<file path="src/rtl/ga_pkg.sv">
// Shared constants and types for the Gate Array sync/interrupt stage.
// No logic here; no latency or backpressure of its own.
package ga_pkg;

    localparam int INT_LINES_DEF = 52;
    localparam int VS_LINES_DEF  = 26;
    localparam int INT_VS_THRESH = 32;

    // Monitor HSYNC window, in CLKEN samples since the CRTC HSYNC rise.
    localparam int HS_DELAY = 2;
    localparam int HS_END   = 6;

    typedef logic [1:0] mode_t;

endpackage

</file>
<file path="src/rtl/ga_int_counter.sv">
// Raster interrupt line counter, VSYNC re-sync hold, ACK/RESET arbitration and nINT.
// Latency: updates on the CLKEN cycle that sees the HSYNC fall; ACK/RESET act on any CLOCK; no backpressure.
module ga_int_counter
    import ga_pkg::*;
#(
    parameter int INT_LINES = INT_LINES_DEF
)
(
    input  logic       CLOCK,
    input  logic       nRESET,
    input  logic       hs_fall,
    input  logic       vs_rise,
    input  logic       INT_ACK,
    input  logic       INT_RESET,
    output logic [5:0] int_cnt,
    output logic       n_int
);

    localparam logic [6:0] WRAP   = 7'(INT_LINES);
    localparam logic [6:0] THRESH = 7'(INT_VS_THRESH);

    logic [1:0] vs_hold;
    logic [1:0] vs_hold_nxt;
    logic [5:0] cnt_nxt;
    logic       nint_nxt;
    logic [6:0] line_n;
    logic       raise;

    always_comb begin
        vs_hold_nxt = vs_hold;
        cnt_nxt     = int_cnt;
        nint_nxt    = n_int;
        raise       = 1'b0;
        line_n      = {1'b0, int_cnt} + 7'd1;

        if (hs_fall) begin
            if (line_n == WRAP) begin
                cnt_nxt = '0;
                raise   = 1'b1;
            end else begin
                cnt_nxt = line_n[5:0];
            end
            // Second HSYNC after VSYNC: re-sync the counter to the frame.
            if (vs_hold != 2'd0) begin
                vs_hold_nxt = vs_hold - 2'd1;
                if (vs_hold == 2'd1) begin
                    cnt_nxt = '0;
                    if (line_n >= THRESH) begin
                        raise = 1'b1;
                    end
                end
            end
        end

        if (vs_rise) begin
            vs_hold_nxt = 2'd2;
        end

        if (INT_ACK) begin
            nint_nxt   = 1'b1;
            cnt_nxt[5] = 1'b0;
        end

        if (raise) begin
            nint_nxt = 1'b0;
        end

        if (INT_RESET) begin
            cnt_nxt  = '0;
            nint_nxt = 1'b1;
        end
    end

    always_ff @(posedge CLOCK) begin
        if (!nRESET) begin
            vs_hold <= 2'd0;
            int_cnt <= '0;
            n_int   <= 1'b1;
        end else begin
            vs_hold <= vs_hold_nxt;
            int_cnt <= cnt_nxt;
            n_int   <= nint_nxt;
        end
    end

endmodule

</file>
<file path="src/rtl/ga_sync_int.sv">
// Gate Array sync stage: monitor HSYNC/VSYNC reshaping, raster interrupt, line-boundary mode latch.
// Latency one CLKEN character (HSYNC delayed 2 more with GA_HSYNC_DELAY_EN); no backpressure.
module ga_sync_int
    import ga_pkg::*;
#(
    parameter int INT_LINES = INT_LINES_DEF,
    parameter int VS_LINES  = VS_LINES_DEF
)
(
    input  logic       CLOCK,
    input  logic       nRESET,
    input  logic       CLKEN,
    input  logic       HSYNC_IN,
    input  logic       VSYNC_IN,
    input  logic       INT_ACK,
    input  logic       INT_RESET,
    input  logic       MODE_WR,
    input  logic [1:0] MODE_DI,
    output logic       HSYNC_OUT,
    output logic       VSYNC_OUT,
    output logic       nINT,
    output logic [1:0] MODE,
    output logic [5:0] INT_CNT
);

    localparam int VSW = $clog2(VS_LINES + 1);
    localparam logic [VSW-1:0] VS_END = VSW'(VS_LINES);

    logic           hs_prev;
    logic           vs_prev;
    logic           hs_rise;
    logic           hs_fall;
    logic           vs_rise;
    logic           vs_fall;
    logic           vs_out;
    logic [VSW-1:0] vs_cnt;
    logic [VSW-1:0] vs_cnt_inc;
    logic           hs_out;
    mode_t          mode_q;
    mode_t          mode_pend;

    assign hs_rise    = CLKEN &  HSYNC_IN & ~hs_prev;
    assign hs_fall    = CLKEN & ~HSYNC_IN &  hs_prev;
    assign vs_rise    = CLKEN &  VSYNC_IN & ~vs_prev;
    assign vs_fall    = CLKEN & ~VSYNC_IN &  vs_prev;
    assign vs_cnt_inc = vs_cnt + VSW'(1);

    ga_int_counter #(
        .INT_LINES (INT_LINES)
    ) u_int_counter (
        .CLOCK     (CLOCK),
        .nRESET    (nRESET),
        .hs_fall   (hs_fall),
        .vs_rise   (vs_rise),
        .INT_ACK   (INT_ACK),
        .INT_RESET (INT_RESET),
        .int_cnt   (INT_CNT),
        .n_int     (nINT)
    );

    always_ff @(posedge CLOCK) begin
        if (!nRESET) begin
            hs_prev   <= 1'b0;
            vs_prev   <= 1'b0;
            mode_q    <= '0;
            mode_pend <= '0;
            vs_out    <= 1'b0;
            vs_cnt    <= '0;
        end else begin
            if (CLKEN) begin
                hs_prev <= HSYNC_IN;
                vs_prev <= VSYNC_IN;
            end

            if (MODE_WR) begin
                mode_pend <= MODE_DI;
            end
            // A write landing on the rise itself is taken by that rise.
            if (hs_rise) begin
                mode_q <= MODE_WR ? MODE_DI : mode_pend;
            end

            if (vs_rise) begin
                vs_out <= 1'b1;
                vs_cnt <= '0;
            end else if (vs_out) begin
                if (vs_fall) begin
                    vs_out <= 1'b0;
                end else if (hs_fall) begin
                    vs_cnt <= vs_cnt_inc;
                    if (vs_cnt_inc == VS_END) begin
                        vs_out <= 1'b0;
                    end
                end
            end
        end
    end

`ifdef GA_HSYNC_DELAY_EN
    logic [2:0] hs_cnt;
    logic [2:0] hs_cnt_nxt;

    always_comb begin
        hs_cnt_nxt = hs_cnt;
        if (HSYNC_IN) begin
            if (!hs_prev) begin
                hs_cnt_nxt = 3'd0;
            end else if (hs_cnt != 3'(HS_END)) begin
                hs_cnt_nxt = hs_cnt + 3'd1;
            end
        end
    end

    always_ff @(posedge CLOCK) begin
        if (!nRESET) begin
            hs_cnt <= 3'd0;
            hs_out <= 1'b0;
        end else if (CLKEN) begin
            hs_cnt <= hs_cnt_nxt;
            hs_out <= HSYNC_IN && (hs_cnt_nxt >= 3'(HS_DELAY)) && (hs_cnt_nxt < 3'(HS_END));
        end
    end
`else
    always_ff @(posedge CLOCK) begin
        if (!nRESET) begin
            hs_out <= 1'b0;
        end else if (CLKEN) begin
            hs_out <= HSYNC_IN;
        end
    end
`endif

    assign HSYNC_OUT = hs_out;
    assign VSYNC_OUT = vs_out;
    assign MODE      = mode_q;

endmodule

</file>
<file path="config.mk">
export PLATFORM = sky130hd
export DESIGN_NAME = ga_sync_int
export DESIGN_NICKNAME = d
export VERILOG_FILES = /design/src/rtl/ga_pkg.sv /design/src/rtl/ga_int_counter.sv /design/src/rtl/ga_sync_int.sv
export SDC_FILE = /design/constraint.sdc
export NUM_CORES = 1
export LEC_CHECK = 0
export ABC_CLOCK_PERIOD_IN_PS = 1950
export BUFFER_PORTS_ARGS = -buffer_cell sky130_fd_sc_hd__buf_4
export CAP_MARGIN = 20
export CORE_MARGIN = 1
export CORE_UTILIZATION = 53
export DETAILED_ROUTE_END_ITERATION = 6
export PLACE_DENSITY = 0.79
export SYNTH_ARGS = -nofsm -noshare
export SYNTH_HDL_FRONTEND = slang
export SYNTH_SLANG_ARGS = --single-unit
</file>
<file path="constraint.sdc">
create_clock -name CLOCK -period 1.95 [get_ports CLOCK]
set_input_delay 0.195 -clock CLOCK [delete_from_list [all_inputs] [get_ports CLOCK]]
set_output_delay 0.195 -clock CLOCK [all_outputs]
set_load 0.02 [all_outputs]
</file>
-- Word-level counts from Yosys, hierarchy flattened
Cells that the tools add are included.
Widths: inputs -> output; s select.
- equal/unequal tests: 3
- mux-type cells: 19
- reductions and logical operators: 10
- order comparisons: 1
- bitwise operators: 14
- add/subtract/negate cells: 3
- operator list (cell ; count):
    $mux 6 ; 3
    $mux 1 ; 12
    $and 1x1->1 ; 8
    $mux 2 ; 4
    $reduce_bool 2->1 ; 4
    $add 6x1->7 const B ; 1
    $eq 7x6->1 const B ; 1
    $ge 7x6->1 const B ; 1
    $not 1->1 ; 6
    $add 5x1->5 const B ; 1
    $eq 5x5->1 const B ; 1
    $reduce_and 2->1 ; 2
    $reduce_or 2->1 ; 2
    $reduce_and 3->1 ; 1
    $reduce_or 3->1 ; 1
    $eq 2x1->1 const B ; 1
    $sub 2x1->2 const B ; 1
- register bits: 21
- bits of input ports: 10

-- Depth between registers and ports, before layout
Gate-level depths: netlist (run 1).
- word-level depth: 8
- gate-level depth with buffers: 6
- depth with buffers taken out: 5

-- By module
A second synthesis (run 1) with hierarchy kept.
- cells, all modules: 110
- area total of the unflattened synthesis: 1034.7 sq um
- by module, submodules not included (module ; sequential area each (sq um) ; area an instance (sq um) ; instances ; cells each):
    ga_sync_int ; 240.2 ; 585.6 ; 1 ; 59
    ga_int_counter ; 180.2 ; 449.2 ; 1 ; 51

-- Least setup slack after synthesis (run 1)
No wires, ideal clock.
- kind: register to register
- from: register u_int_counter.int_cnt[0]
- to: register u_int_counter.int_cnt[5]
- path slack: 472 ps
- stages on the path, launching flop included: 6
- required time: 1864 ps
- arrival: 1393 ps
- path through: dfxtp_1 -> ha_1 -> and4bb_4 -> nor4_4 -> nand4_1 -> a211oi_1
- longest elaborated chain between the ends: 5
- RTL lines (element ; line ; RTL):
    from (decl) ; ga_int_counter.sv:15 ; output logic [5:0] int_cnt,
    from (signal assigned) ; ga_int_counter.sv:81 ; int_cnt <= cnt_nxt;
    $add 6x1->7 (*) ; ga_int_counter.sv:34 ; line_n = {1'b0, int_cnt} + 7'd1;
    $eq 7x6->1 ; ga_int_counter.sv:37 ; if (line_n == WRAP) begin
    $mux 6 (*) ; ga_int_counter.sv:37 ;
    $mux 6 ; ga_int_counter.sv:46 ; if (vs_hold == 2'd1) begin
    $mux 6 (*) ; ga_int_counter.sv:44 ; if (vs_hold != 2'd0) begin
Every way passes the cells marked *; elsewhere a longest branch is shown, timed or not.
A chain may end at the register's enable or synchronous reset.

-- Worst setup path in the final report (run 1)
Same ends and word-level chain as after synthesis.

==> impl_metrics.csv, run 1 <==
group,metric,value,unit
logic_synthesis,ys_seq_area_frac,0.3893,
timing,min_period,1.501,ns
worst_setup_path,cp-end-kind,"flip-flop",
die,std_cell_rows,15,
global_route,grt_pass1_wl,2.891,mm
timing,rsz0062_at_grt,"no",
logic_synthesis,synth_edf_count,0,
layout,area_delta_synth_final,15.06,%
logic_synthesis,ys_seq_elements,21,
timing,hold_viol_final,0,
power,power.leakage,0.0005024,uW
placement,dp_hpwl,1.443,mm
timing,max_slew_margin,0.7320,
clocking,htreeDepth,1,
logic_synthesis,netlist_top_cells_area,"dfxtp_1 39%, mux2i_1 4.6%, a21oi_1 3.7%",
worst_setup_path,criticalPathCategory,"reg -> reg",
logic_synthesis,synth_fp_nets,129,
logic_synthesis,ys_warn_count,0,
worst_setup_path,crit_path_start,"u_int_counter.int_cnt[0]$_SDFFE_PP0P_",
timing,setup_slack,0.4486,ns
route,drc,0,
logic_synthesis,synth-compound-area-share,0.1506,
route,wl,1.988,mm
clocking,clk_latency,0.30,ns
logic_synthesis,syn_area,1080,um^2
logic_synthesis,synth.mux.area_fraction,0.04635,
hold_path,hold_start,"INT_ACK",
logic_synthesis,synth_top_area_frac,0.3893,
layout,fill_cells,159,
timing,worst_slew_pin_slew,0.4011,ns
timing,fmax,666.0,MHz
logic_synthesis,synth_cell_types,37,
global_route,grt_pass1_vias,689,
die,design.core.area,1821,um^2
status,outcome,"completed",
power,sw_frac_of_total,0.2425,
route,wl_per_cell,12.58,um
clocking,cts_tree,"done",
logic_synthesis,synth-async-reset-ratio,0,
timing,setup-violations-final,0,
power,intPower,559.0,uW
die,die_w,47.14,um
worst_setup_path,worstPathRequired,2.18,ns
power,seqPwrFrac,0.611,
die,top_level_ports,21,
worst_setup_path,r2r_start,"u_int_counter.int_cnt[0]$_SDFFE_PP0P_",
worst_setup_path,cp.arrival,1.73,ns
logic_synthesis,synth_xor_area_frac,0.05678,
layout,antenna_cells,0,
timing,finalCritPeriodShare,0.7700,
power,vdd_drop_max,0.0005196,V
timing,finalMaxSlewViolations,0,
clocking,cts_resized,0,
clocking,cts-root-buf,"clkbuf_4",
clocking,cts_buffer_depth,2,
logic_synthesis,synth_top_family_by_area,"simple AND/OR/NAND/NOR gates",
logic_synthesis,synth-simple-area-share,0.2665,
layout,fin_cells,158,
clocking,cts_buffers,3,
placement,dpl.cell_count,154,
power,clkPwrFrac,0.282,
logic_synthesis,synthFlopType,"dfxtp_1",
die,start_util,0.5931,
power,p_comb_frac,0.107,
placement,dp_worst_setup_slack,0.4642,ns
clocking,clk_pin_slew,0.11,ns
power,p_sw,178.9,uW
timing,fin_hold_ws,0.04831,ns
timing,tns,0,ns
hold_path,hp-class,"in -> reg",
layout,final_cell_mix,"21 x dfxtp_1, 21 x buf_4, 8 x a21oi_1, 8 x nor2_1, 7 x nand2_1",
clocking,cts_sinks,21,
global_route,antenna_found_initial,0,
layout,layout-drive-gt1-share,0.2105,
clocking,holdBufCountCts,0,
layout,final_util,0.6825,
power,p_per_area,594.0,nW/um^2
worst_setup_path,start_kind,"flip-flop",
logic_synthesis,synthAdderAreaFrac,0.03476,
global_route,grt_use_total,0.1893,
route,vias_per_cell,5.608,
route,dr.pass1.iters,4,
clocking,post_cts_buffers,0,
worst_setup_path,path_max_fanout,5,
timing,clock_skew,0.001115,ns
flow_run,cap_violations,0,
placement,gp_congestion,0.7550,
global_route,grt_max_degree,13,
route,num_vias,886,
die,die_area,2222,um^2
logic_synthesis,yosysTopAreaCell,"dfxtp_1",
global_route,grt_overflow,0,
logic_synthesis,syn_area_per_cell,9.309,um^2
layout,nets,147,
route,drtIter0Drc,17,
logic_synthesis,synth_cells,116,
route,ant_nets,0,
die,die_y,47.14,um
placement,port_buffers,20,
==> logic make-up (layout without fill, tap and decap cells) <==
family | after synthesis | count (layout)
multiplexers | 5 | 5
buffers and inverters | 10 | 27
adder cells (fa/ha/maj) | 3 | 3
AO/OA/AOI/OAI | 24 | 24
AND/OR/NAND/NOR | 46 | 46
flip-flops | 21 | 21
XOR/XNOR | 7 | 7
==> cell type report <==
type / instances / area (um^2) / share of cell area
multi-input cells: 85 / 599.3 / 0.4824
flip-flops and latches: 21 / 420.4 / 0.3384
repair buffers: 21 / 157.7 / 0.1269
well taps: 25 / 31.28 / 0.02518
clock buffers: 4 / 26.28 / 0.02115
inverters: 2 / 7.507 / 0.006042
==> state kept, by name (all words and copies together), names as in the netlist <==
name and flops:
u_int_counter.int_cnt 6, vs_cnt 5, MODE 2, mode_pend 2
u_int_counter.vs_hold 2, HSYNC_OUT 1, VSYNC_OUT 1, u_int_counter.n_int 1
vs_prev 1
==> power groups by stage <==
stage          sequential, uW  clock (uW)  combinational, uW
6_report                  451         208               79.2
3_5_place_dp              461           0               78.7
5_1_grt                   452         227               84.7
3_3_place_gp              460           0               76.7
4_1_cts                   451         213               79.5
2_1_floorplan             466           0               40.7
==> metrics by stage <==
| stage | instance area [um^2] | power (uW) |
|---|---|---|
| 2_1_floorplan | 1080 | 507.2 |
| 3_3_place_gp | 1216 | 536.4 |
| 3_5_place_dp | 1216 | 539.3 |
| 4_1_cts | 1242 | 743.0 |
| 5_1_grt | 1242 | 763.8 |
| 6_report | 1242 | 738.0 |
==> worst paths after layout <==
kind	depth (start not counted)	slack (ns)	to
worst max-delay path	5	0.45	u_int_counter.int_cnt[5]$_SDFFE_PP0P_
worst min register to register	2	0.48	u_int_counter.vs_hold[0]$_SDFFE_PP0P_
worst max register to register	5	0.45	u_int_counter.int_cnt[5]$_SDFFE_PP0P_
worst min-delay path	2	0.05	u_int_counter.int_cnt[5]$_SDFFE_PP0P_
==> worst max-delay path: stages (launching register included) <==
cell,delay (ns)
dfxtp_1,0.36
ha_1,0.26
and4bb_4,0.25
nor4_4,0.19
nand4_1,0.12
a211oi_1,0.25
==> layer usage <==
| metal | GRT usage | wire, um | vias up |
|---|---|---|---|
| met2 | 0.3250 | 928 | 13 |
| met1 | 0.2299 | 975 | 416 |
| met5 | 0 | 0 | - |
| met3 | 0.02308 | 45 | 5 |
| li1 | - | - | 452 |
| met4 | 0.1029 | 39 | 0 |
==> synthesized netlist by cell type (3+ instances only) <==
master	instances
nor2b_1	6
nand2_1	7
o21ai_0	5
buf_4	3
nor2_1	8
xor2_1	3
nand3b_1	3
a21oi_1	8
nand4_1	6
dfxtp_1	21
buf_2	3
and3_1	4
ha_1	3
xnor2_1	4
mux2i_1	5
(Power assumes the default switching activity.)
==> run 2, diff against run 1 <==
--- a/config.mk
+++ b/config.mk
@@ -5,13 +5,13 @@
 export SDC_FILE = /design/constraint.sdc
 export NUM_CORES = 1
 export LEC_CHECK = 0
-export ABC_CLOCK_PERIOD_IN_PS = 1950
+export ABC_CLOCK_PERIOD_IN_PS = 1300
 export BUFFER_PORTS_ARGS = -buffer_cell sky130_fd_sc_hd__buf_4
 export CAP_MARGIN = 20
 export CORE_MARGIN = 1
-export CORE_UTILIZATION = 53
+export CORE_UTILIZATION = 48
 export DETAILED_ROUTE_END_ITERATION = 6
-export PLACE_DENSITY = 0.79
+export PLACE_DENSITY = 0.76
 export SYNTH_ARGS = -nofsm -noshare
 export SYNTH_HDL_FRONTEND = slang
 export SYNTH_SLANG_ARGS = --single-unit
==> constraint.sdc (replaced) <==
create_clock -name CLOCK -period 1.3 [get_ports CLOCK]
set_input_delay 0.13 -clock CLOCK [delete_from_list [all_inputs] [get_ports CLOCK]]
set_output_delay 0.13 -clock CLOCK [all_outputs]
set_load 0.02 [all_outputs]
==> run 2 against run 1 <==
The run now ends with negative setup slack left. Worst hold slack better by 0.062 ns. Total power is 53% higher. Flip-flop and latch count stayed put. Sequential share of layout area is 3.7 points lower. Final cell count is 11% higher. Largest cell class unchanged. Core utilization is 2.2 points higher. Largest power group unchanged. Non-clock buffer count is 16 higher. First-iteration DRC count is 53% lower. Critical path depth stayed put.
==> impl_metrics.csv, run 2 (same netlist as run 1, synthesis figures left out) <==
group,metric,value,unit
clocking,cts_buffers,3,
global_route,grt_use_total,0.2162,
layout,layout-drive-gt1-share,0.3826,
worst_setup_path,cp-end-kind,"flip-flop",
clocking,cts-root-buf,"clkbuf_4",
global_route,grt_pass1_vias,986,
worst_setup_path,cp.arrival,1.59,ns
timing,finalCritPeriodShare,1.051,
placement,place_area,1358,um^2
power,power.leakage,0.0005967,uW
route,dr.pass1.iters,4,
timing,min_period,1.366,ns
status,violations,"negative setup slack",
layout,nets,163,
die,die_y,49.43,um
hold_path,hp-class,"in -> reg",
timing,tns,-0.08881,ns
layout,layout_commonest_cell,"buf_4",
layout,largest_reg_flops,6,
layout,fin_cells,176,
timing,max_slew_margin,0.7785,
route,drtIter0Drc,8,
global_route,grt_max_degree,14,
timing,rsz0062_at_grt,"yes",
clocking,post_cts_buffers,0,
layout,fill_cells,179,
route,vias_per_cell,5.500,
die,die_area,2443,um^2
route,wl,2.367,mm
layout,area_delta_synth_final,33.26,%
die,start_util,0.5288,
layout,final_cell_mix,"36 x buf_4, 16 x dfxtp_1, 8 x a21oi_1, 8 x nor2_1, 7 x nand2_1",
timing,clock_skew,0.005168,ns
timing,hold_viol_final,0,
die,design.core.area,2042,um^2
route,drc,0,
layout,final_area,1439,um^2
worst_setup_path,start_kind,"flip-flop",
die,top_level_ports,21,
route,wl_per_cell,13.45,um
worst_setup_path,worstPathRequired,1.53,ns
global_route,antenna_found_initial,0,
layout,largestRegisters,"u_int_counter.int_cnt (6), vs_cnt (5)",
route,ant_nets,0,
clocking,cts_sinks,21,
clocking,clk_pin_slew,0.12,ns
worst_setup_path,criticalPathCategory,"reg -> reg",
placement,gp_congestion,0.8494,
clocking,cts_tree,"done",
timing,worst_slew_pin_slew,0.3319,ns
timing,setup-violations-final,3,
clocking,clk_latency,0.30,ns
placement,dp_hpwl,1.824,mm
layout,top_register,"u_int_counter.int_cnt",
layout,antenna_cells,0,
die,std_cell_rows,16,
layout,final_util,0.7047,
global_route,grt_overflow,0,
route,num_vias,968,
status,outcome,"finished with violations",
power,p_total,1131,uW
clocking,cts_buffer_depth,2,
global_route,grt_pass1_wl,4.133,mm
worst_setup_path,path_max_fanout,4,
power,vdd_drop_max,0.0005651,V
placement,dpl.cell_count,171,
timing,setup_slack,-0.06640,ns
timing,fmax,731.9,MHz
power,p_per_area,786.1,nW/um^2
placement,port_buffers,20,
clocking,htreeDepth,1,
flow_run,cap_violations,0,
timing,finalMaxSlewViolations,0,
die,die_w,49.43,um
==> run 2: cell types whose count changed in the layout (fill, tap and decap cells not counted), sizes merged <==
cell	change
buf	+15
clkbuf	-1
dlygate4sd3	+1
inv	+1
==> run 2: cell type report <==
class / count / area (um^2) / area share
Sequential cell: 21 / 434.2 / 0.3017
Clock buffer: 3 / 22.52 / 0.01565
Clock inverter: 1 / 6.256 / 0.004348
Inverter: 2 / 7.507 / 0.005217
Tap cell: 27 / 33.78 / 0.02348
Multi-Input combinational cell: 85 / 654.4 / 0.4548
Timing Repair Buffer: 37 / 280.3 / 0.1948
==> run 2: final timing paths <==
check | startpoint | end | slack (ns) | cells after the start
setup / recovery | u_int_counter.int_cnt[1]$_SDFFE_PP0P_ | u_int_counter.int_cnt[2]$_SDFFE_PP0P_ | -0.07 | 5
hold reg to reg | u_int_counter.vs_hold[1]$_SDFFE_PN0P_ | u_int_counter.vs_hold[0]$_SDFFE_PP0P_ | 0.48 | 2
hold / removal | nRESET | MODE[1]$_SDFFE_PN0P_ | 0.11 | 2
setup reg to reg | u_int_counter.int_cnt[1]$_SDFFE_PP0P_ | u_int_counter.int_cnt[2]$_SDFFE_PP0P_ | -0.07 | 5
==> run 2: timing repair <==
action,CTS,global route
pin swaps,4,0
endpoints found under the hold margin,1,0
resized for setup,4,5
hold buffers,1,0
setup endpoints to repair,5,10
==> run 2: metal layers <==
layer	vias to the layer above	routed length (um)	GRT usage
met5	-	0	0
met4	0	9	0.05238
met3	2	65	0.04050
met2	20	1269	0.3813
met1	462	1023	0.2692
li1	484	-	-
==> run 2: through the flow <==
stage               hold WS, ns  worst slack, ns
floorplan                0.2085         -0.03864
global placement         0.3105       -0.0006884
detailed placement       0.3117         -0.04368
CTS                     0.09822         -0.05163
global route            0.09494          -0.1033
finish                   0.1099         -0.06640
==> run 2: power by group <==
group / switching, uW / internal, uW / leakage, uW
registers: 14.5 / 656 / 0.000174
clock network: 203 / 119 / 0.0000183
logic: 67.5 / 70.8 / 0.000404
total: 286 / 846 / 0.000597
==> run 2: critical path, stage by stage, from the launching register on <==
cell	delay (ns)
dfxtp_4	0.38
ha_4	0.15
and4bb_4	0.23
a211oi_4	0.26
nand3b_1	0.11
a21oi_1	0.17
